$ cat src/rtl/shared_bus_arbiter_pkg.sv
// rtl/shared_bus_arbiter_pkg.sv - shared types and constants for the shared bus arbiter
package shared_bus_arbiter_pkg;

    typedef enum logic [1:0] {
        ST_IDLE = 2'd0,
        ST_OWN  = 2'd1,
        ST_TURN = 2'd2
    } arb_state_e;

    localparam logic [31:0] IDLE_VAL_DEFAULT = 32'h0;

endpackage

$ cat src/rtl/shared_bus_arbiter_rr_pick.sv
// rtl/shared_bus_arbiter_rr_pick.sv - combinational round-robin priority picker
module rr_pick #(
    parameter int NREQ = 3,
    parameter int IW   = (NREQ > 1) ? $clog2(NREQ) : 1
) (
    input  logic [NREQ-1:0] req,
    input  logic [IW-1:0]   ptr,
    output logic [NREQ-1:0] onehot,
    output logic [IW-1:0]   idx
);

    logic found;

    // Walk the agents starting at ptr, wrapping once; the first requester wins.
    always_comb begin
        onehot = '0;
        idx    = '0;
        found  = 1'b0;
        for (int i = 0; i < NREQ; i++) begin
            int k;
            k = int'(ptr) + i;
            if (k >= NREQ) begin
                k = k - NREQ;
            end
            if (!found && req[k]) begin
                found     = 1'b1;
                onehot[k] = 1'b1;
                idx       = IW'(k);
            end
        end
    end

endmodule

$ cat src/rtl/shared_bus_arbiter.sv
// rtl/shared_bus_arbiter.sv - round-robin owner arbiter for a single aliased shared bus
module shared_bus_arbiter
    import shared_bus_arbiter_pkg::*;
#(
    parameter int               NREQ     = 3,
    parameter int               WIDTH    = 32,
    parameter int               MAX_HOLD = 8,
    parameter int               TURN_CYC = 1,
    parameter logic [WIDTH-1:0] IDLE_VAL = WIDTH'(IDLE_VAL_DEFAULT)
) (
    input  logic                  clk,
    input  logic                  rst,
    input  logic [NREQ-1:0]       req,
    input  logic [NREQ*WIDTH-1:0] wdata,
    output logic [NREQ-1:0]       grant,
    output logic [WIDTH-1:0]      bus_data,
    output logic                  busy,
    output logic                  timeout
);

    localparam int IW = (NREQ > 1) ? $clog2(NREQ) : 1;
    localparam int HW = $clog2(MAX_HOLD + 1);
    localparam int TW = $clog2(TURN_CYC + 1);

    arb_state_e      state_q, state_d;
    logic [NREQ-1:0] grant_q, grant_d;
    logic [IW-1:0]   owner_q, owner_d;
    logic [IW-1:0]   ptr_q, ptr_d;
    logic [HW-1:0]   hold_q, hold_d;
    logic [TW-1:0]   turn_q, turn_d;
    logic            timeout_q, timeout_d;

    logic [NREQ-1:0] pick_onehot;
    logic [IW-1:0]   pick_idx;
    logic [IW-1:0]   next_ptr;
    logic [WIDTH-1:0] bus_mux;

    rr_pick #(
        .NREQ (NREQ),
        .IW   (IW)
    ) u_pick (
        .req    (req),
        .ptr    (ptr_q),
        .onehot (pick_onehot),
        .idx    (pick_idx)
    );

    always_ff @(posedge clk) begin
        if (rst) begin
            state_q   <= ST_IDLE;
            grant_q   <= '0;
            owner_q   <= '0;
            ptr_q     <= '0;
            hold_q    <= '0;
            turn_q    <= '0;
            timeout_q <= 1'b0;
        end else begin
            state_q   <= state_d;
            grant_q   <= grant_d;
            owner_q   <= owner_d;
            ptr_q     <= ptr_d;
            hold_q    <= hold_d;
            turn_q    <= turn_d;
            timeout_q <= timeout_d;
        end
    end

    // Priority restarts just past the releasing agent, so a timed-out owner goes to the back.
    assign next_ptr = (owner_q == IW'(NREQ - 1)) ? '0 : owner_q + IW'(1);

    always_comb begin
        state_d   = state_q;
        grant_d   = grant_q;
        owner_d   = owner_q;
        ptr_d     = ptr_q;
        hold_d    = hold_q;
        turn_d    = turn_q;
        timeout_d = 1'b0;
        case (state_q)
            ST_IDLE: begin
                if (|req) begin
                    state_d = ST_OWN;
                    grant_d = pick_onehot;
                    owner_d = pick_idx;
                    hold_d  = HW'(1);
                end
            end
            ST_OWN: begin
                if (!req[owner_q] || (hold_q == HW'(MAX_HOLD))) begin
                    state_d   = ST_TURN;
                    grant_d   = '0;
                    ptr_d     = next_ptr;
                    hold_d    = '0;
                    turn_d    = TW'(1);
                    timeout_d = req[owner_q];
                end else begin
                    hold_d = hold_q + HW'(1);
                end
            end
            ST_TURN: begin
                if (turn_q == TW'(TURN_CYC)) begin
                    state_d = ST_IDLE;
                    turn_d  = '0;
                end else begin
                    turn_d = turn_q + TW'(1);
                end
            end
            default: begin
                state_d = ST_IDLE;
                grant_d = '0;
            end
        endcase
    end

    always_comb begin
        bus_mux = '0;
        for (int i = 0; i < NREQ; i++) begin
            if (grant_q[i]) begin
                bus_mux = bus_mux | wdata[i*WIDTH +: WIDTH];
            end
        end
        busy     = !rst && (state_q != ST_IDLE);
        bus_data = (!rst && (state_q == ST_OWN)) ? bus_mux : IDLE_VAL;
        grant    = grant_q;
        timeout  = timeout_q;
    end

endmodule

$ cat config.mk
export PLATFORM = sky130hd
export DESIGN_NAME = shared_bus_arbiter
export DESIGN_NICKNAME = d
export VERILOG_FILES = /design/src/rtl/shared_bus_arbiter_pkg.sv /design/src/rtl/shared_bus_arbiter_rr_pick.sv /design/src/rtl/shared_bus_arbiter.sv
export SDC_FILE = /design/constraint.sdc
export NUM_CORES = 1
export LEC_CHECK = 0
export CAP_MARGIN = 20
export CORE_MARGIN = 4
export CORE_UTILIZATION = 33
export DETAILED_ROUTE_END_ITERATION = 7
export HOLD_SLACK_MARGIN = 0.03
export PLACE_DENSITY = 0.88
export SETUP_SLACK_MARGIN = 0.2
export SYNTH_ARGS = -nofsm -noshare
export SYNTH_HDL_FRONTEND = slang
export SYNTH_SLANG_ARGS = --single-unit
$ cat constraint.sdc
create_clock -name clk -period 3.1 [get_ports clk]
set_input_delay 0.62 -clock clk [delete_from_list [all_inputs] [get_ports clk]]
set_output_delay 0.62 -clock clk [all_outputs]
set_load 0.01 [all_outputs]
==> run summary <==
Status: finished, final reports clean
Number of port buffers: 137
Initial Util: 35.4%
Synth warn: 0
Critical Path Sink Type: output port
Routed WL: 7090 µm
Post-synth top area share: 21.8%
Post-synth EDFFs: 0
Area share of fa/ha/maj cells after synthesis: 5.12%
Placed insts: 370
Chip Height: 74.7 µm
Fin cells: 374
Max-slew violations: 0
Xor/xnor share of the synthesized area: 1.19%
Complex-gate fraction of the synthesized area: 39.4%
Area contributors post-synth: a222oi_1 22%, dfxtp_1 20%, nor2_1 12%
Diode count: 0
CTS root buf: clkbuf_8
Clock sink count: 15
Core area: 0.00414 mm²
Worst-Margin Slew: 0.532 ns
WL per Instance: 19.0 µm
Vias in the first global route: 2028
Area of the die: 0.00557 mm²
Setup Buffers After CTS: 0
Post-layout min period: 2.81 ns
Most frequent cell after synthesis: nor2_1
Initial antenna violation count: 0
Antenna-violating nets left: 0
GRT Total Usage: 23.4%
Resize count post-CTS: 0
Simple-gate share of the synthesized area: 22.1%
Setup violators final: 0
Router iterations before antenna repair: 8
Reg clk slew, reported paths: 0.06 ns
CTS tree: done
Vias: 2137
Area of the mapped netlist: 0.00147 mm²
Fin crit share: 90.7%
Mux contribution to synthesized area: 3.41%
Critical path startpoint category: input pin
Worst EP required: 2.48 ns
Hold Path Class: flip-flop to flip-flop
Distinct cell type count after synthesis: 37
Main combinational cell family by area after synthesis: compound AO/OA/AOI/OAI gates
Area growth syn-to-layout: 98.0%
HPWL Detailed: 5660 µm
Leak pwr: 0.996 nW
Worst Path Max Fanout: 34
Chip width: 74.7 µm
CTS Buf Count: 3
Total of max-cap violations: 0
Vias per cell: 5.71
Layout Skew: 0.00140 ns
Setup WS post-layout: 0.288 ns
Post-synth top cells: 45 x nor2_1, 32 x a222oi_1, 15 x dfxtp_1, 14 x clkbuf_1, 11 x inv_1
Layout filler cell count: 324
Predominant post-synthesis flop cell: dfxtp_1
Worst slew margin: 64.3%
Leading area contributor after synthesis: a222oi_1
Row cnt: 23
Hold-fix buffers, CTS: 0
Setup_tns: 0 ns
Largest net degree at the start of global routing: 35
IO Count: 138
Worst vdd ir: 0.000251 V
First DRT Iteration DRCs: 164
RePlAce Congestion: 0.915
DRC Markers: 0
Total gr overflow: 0
Synth async-reset ratio: 0%
Fin. Hold Viols: 0
Mapped Nets: 304
WP data arrival: 2.19 ns
Post-synthesis cell count: 197
Seq cells post-synth: 15
First-pass GRT wire length: 10200 µm
Mean Syn Cell Area: 7.44 µm²
Sequential share of the synthesized area: 20.5%
Clock latency on the worst-skew pair: 0.25 ns
CTS Buffer Depth: 2
FMAX: 356 MHz
Nets: 432
RSZ-0062 raised after global routing: false
Setup CP Type: input pin to output port
Fraction of layout cells with a size suffix above 1: 4.01%
H-tree depth: 1
Pre-CTS WS: 0.302 ns
Power density cells: 279 mW/mm²
==> worst max-delay path, cell delays in order <==
cell and delay [ns]:
clkdlybuf4s50_1 0.41, nand2b_1 0.15, buf_4 0.25, nor2_1 0.19, clkdlybuf4s50_1 0.56
==> cell families (layout without fill, tap and decap cells) <==
group	count (synthesis)	count (layout)
XOR/XNOR	2	2
AND/OR/NAND/NOR	73	73
multiplexers	5	5
buffers and inverters	30	157
adder cells (fa/ha/maj)	6	6
flip-flops	15	15
AO/OA/AOI/OAI	66	66
==> metrics by stage <==
step	instance area, µm²	util [%]	power, W	hold slack (ns)
6_report	2900	70.0	0.000810	0.498
5_1_grt	2900	70.0	0.000859	0.530
4_1_cts	2900	70.0	0.000814	0.499
3_5_place_dp	2860	69.0	0.000649	0.491
3_3_place_gp	2860	69.0	0.000641	0.482
2_1_floorplan	1470	-	0.000440	0.457
==> sequential cells by signal, summed over array words and instances, names as in the netlist <==
signal and count:
hold_q 4, grant 3, owner_q 2, ptr_q 2
state_q 2, timeout 1, turn_q 1
==> area by class of cell <==
class / count / area (µm²) / share of cell area, %
repair buffers: 142 / 1410 / 48.5
multi-input cells: 152 / 1040 / 36.0
flip-flops and latches: 15 / 300 / 10.3
well taps: 50 / 62.6 / 2.16
clock buffers: 4 / 45.0 / 1.55
inverters: 11 / 41.3 / 1.42
==> worst paths after layout <==
kind / from / to / slack, ns / cells past startpoint
max: rst / bus_data[20] / 0.29 / 5
min: ptr_q[1] / ptr_q[1] / 0.50 / 2
max reg2reg: ptr_q[0] / grant[0] / 1.15 / 7
min reg2reg: ptr_q[1] / ptr_q[1] / 0.50 / 2
==> report_power, final <==
| part | total (W) | internal, W | switching (W) |
|---|---|---|---|
| logic | 0.000419 | 0.000241 | 0.000178 |
| clock network | 0.000160 | 0.0000912 | 0.0000684 |
| registers | 0.000232 | 0.000209 | 0.0000230 |
| total | 0.000810 | 0.000541 | 0.000269 |
==> routing by layer <==
layer  part of all wire, %  track usage, %  vias to the layer above
met4                   1.6            4.74                        0
li1                      -               -                     1024
met2                    52            42.5                       92
met3                   8.2            4.81                        9
met1                    38            28.4                     1012
met5                     0               0                        -
==> layout by cell type, fill, tap and decap left out, types with 2 or more instances in the layout <==
cell             count
o22ai_1              2
ha_1                 6
o21ai_0              6
dfxtp_1             15
nand4_1              2
nand2_1              9
xor2_1               2
nand3b_1             2
a21oi_1              9
inv_1               11
nor2_1              45
nor2b_1              3
nor4_1               3
o21a_4               2
clkdlybuf4s50_1    137
o31ai_1              2
buf_4                5
nand2b_1             3
clkbuf_8             3
mux2i_1              5
nor3_1               3
a222oi_1            32
a32oi_1              2
No activity file was read; power rests on OpenSTA's default activity.
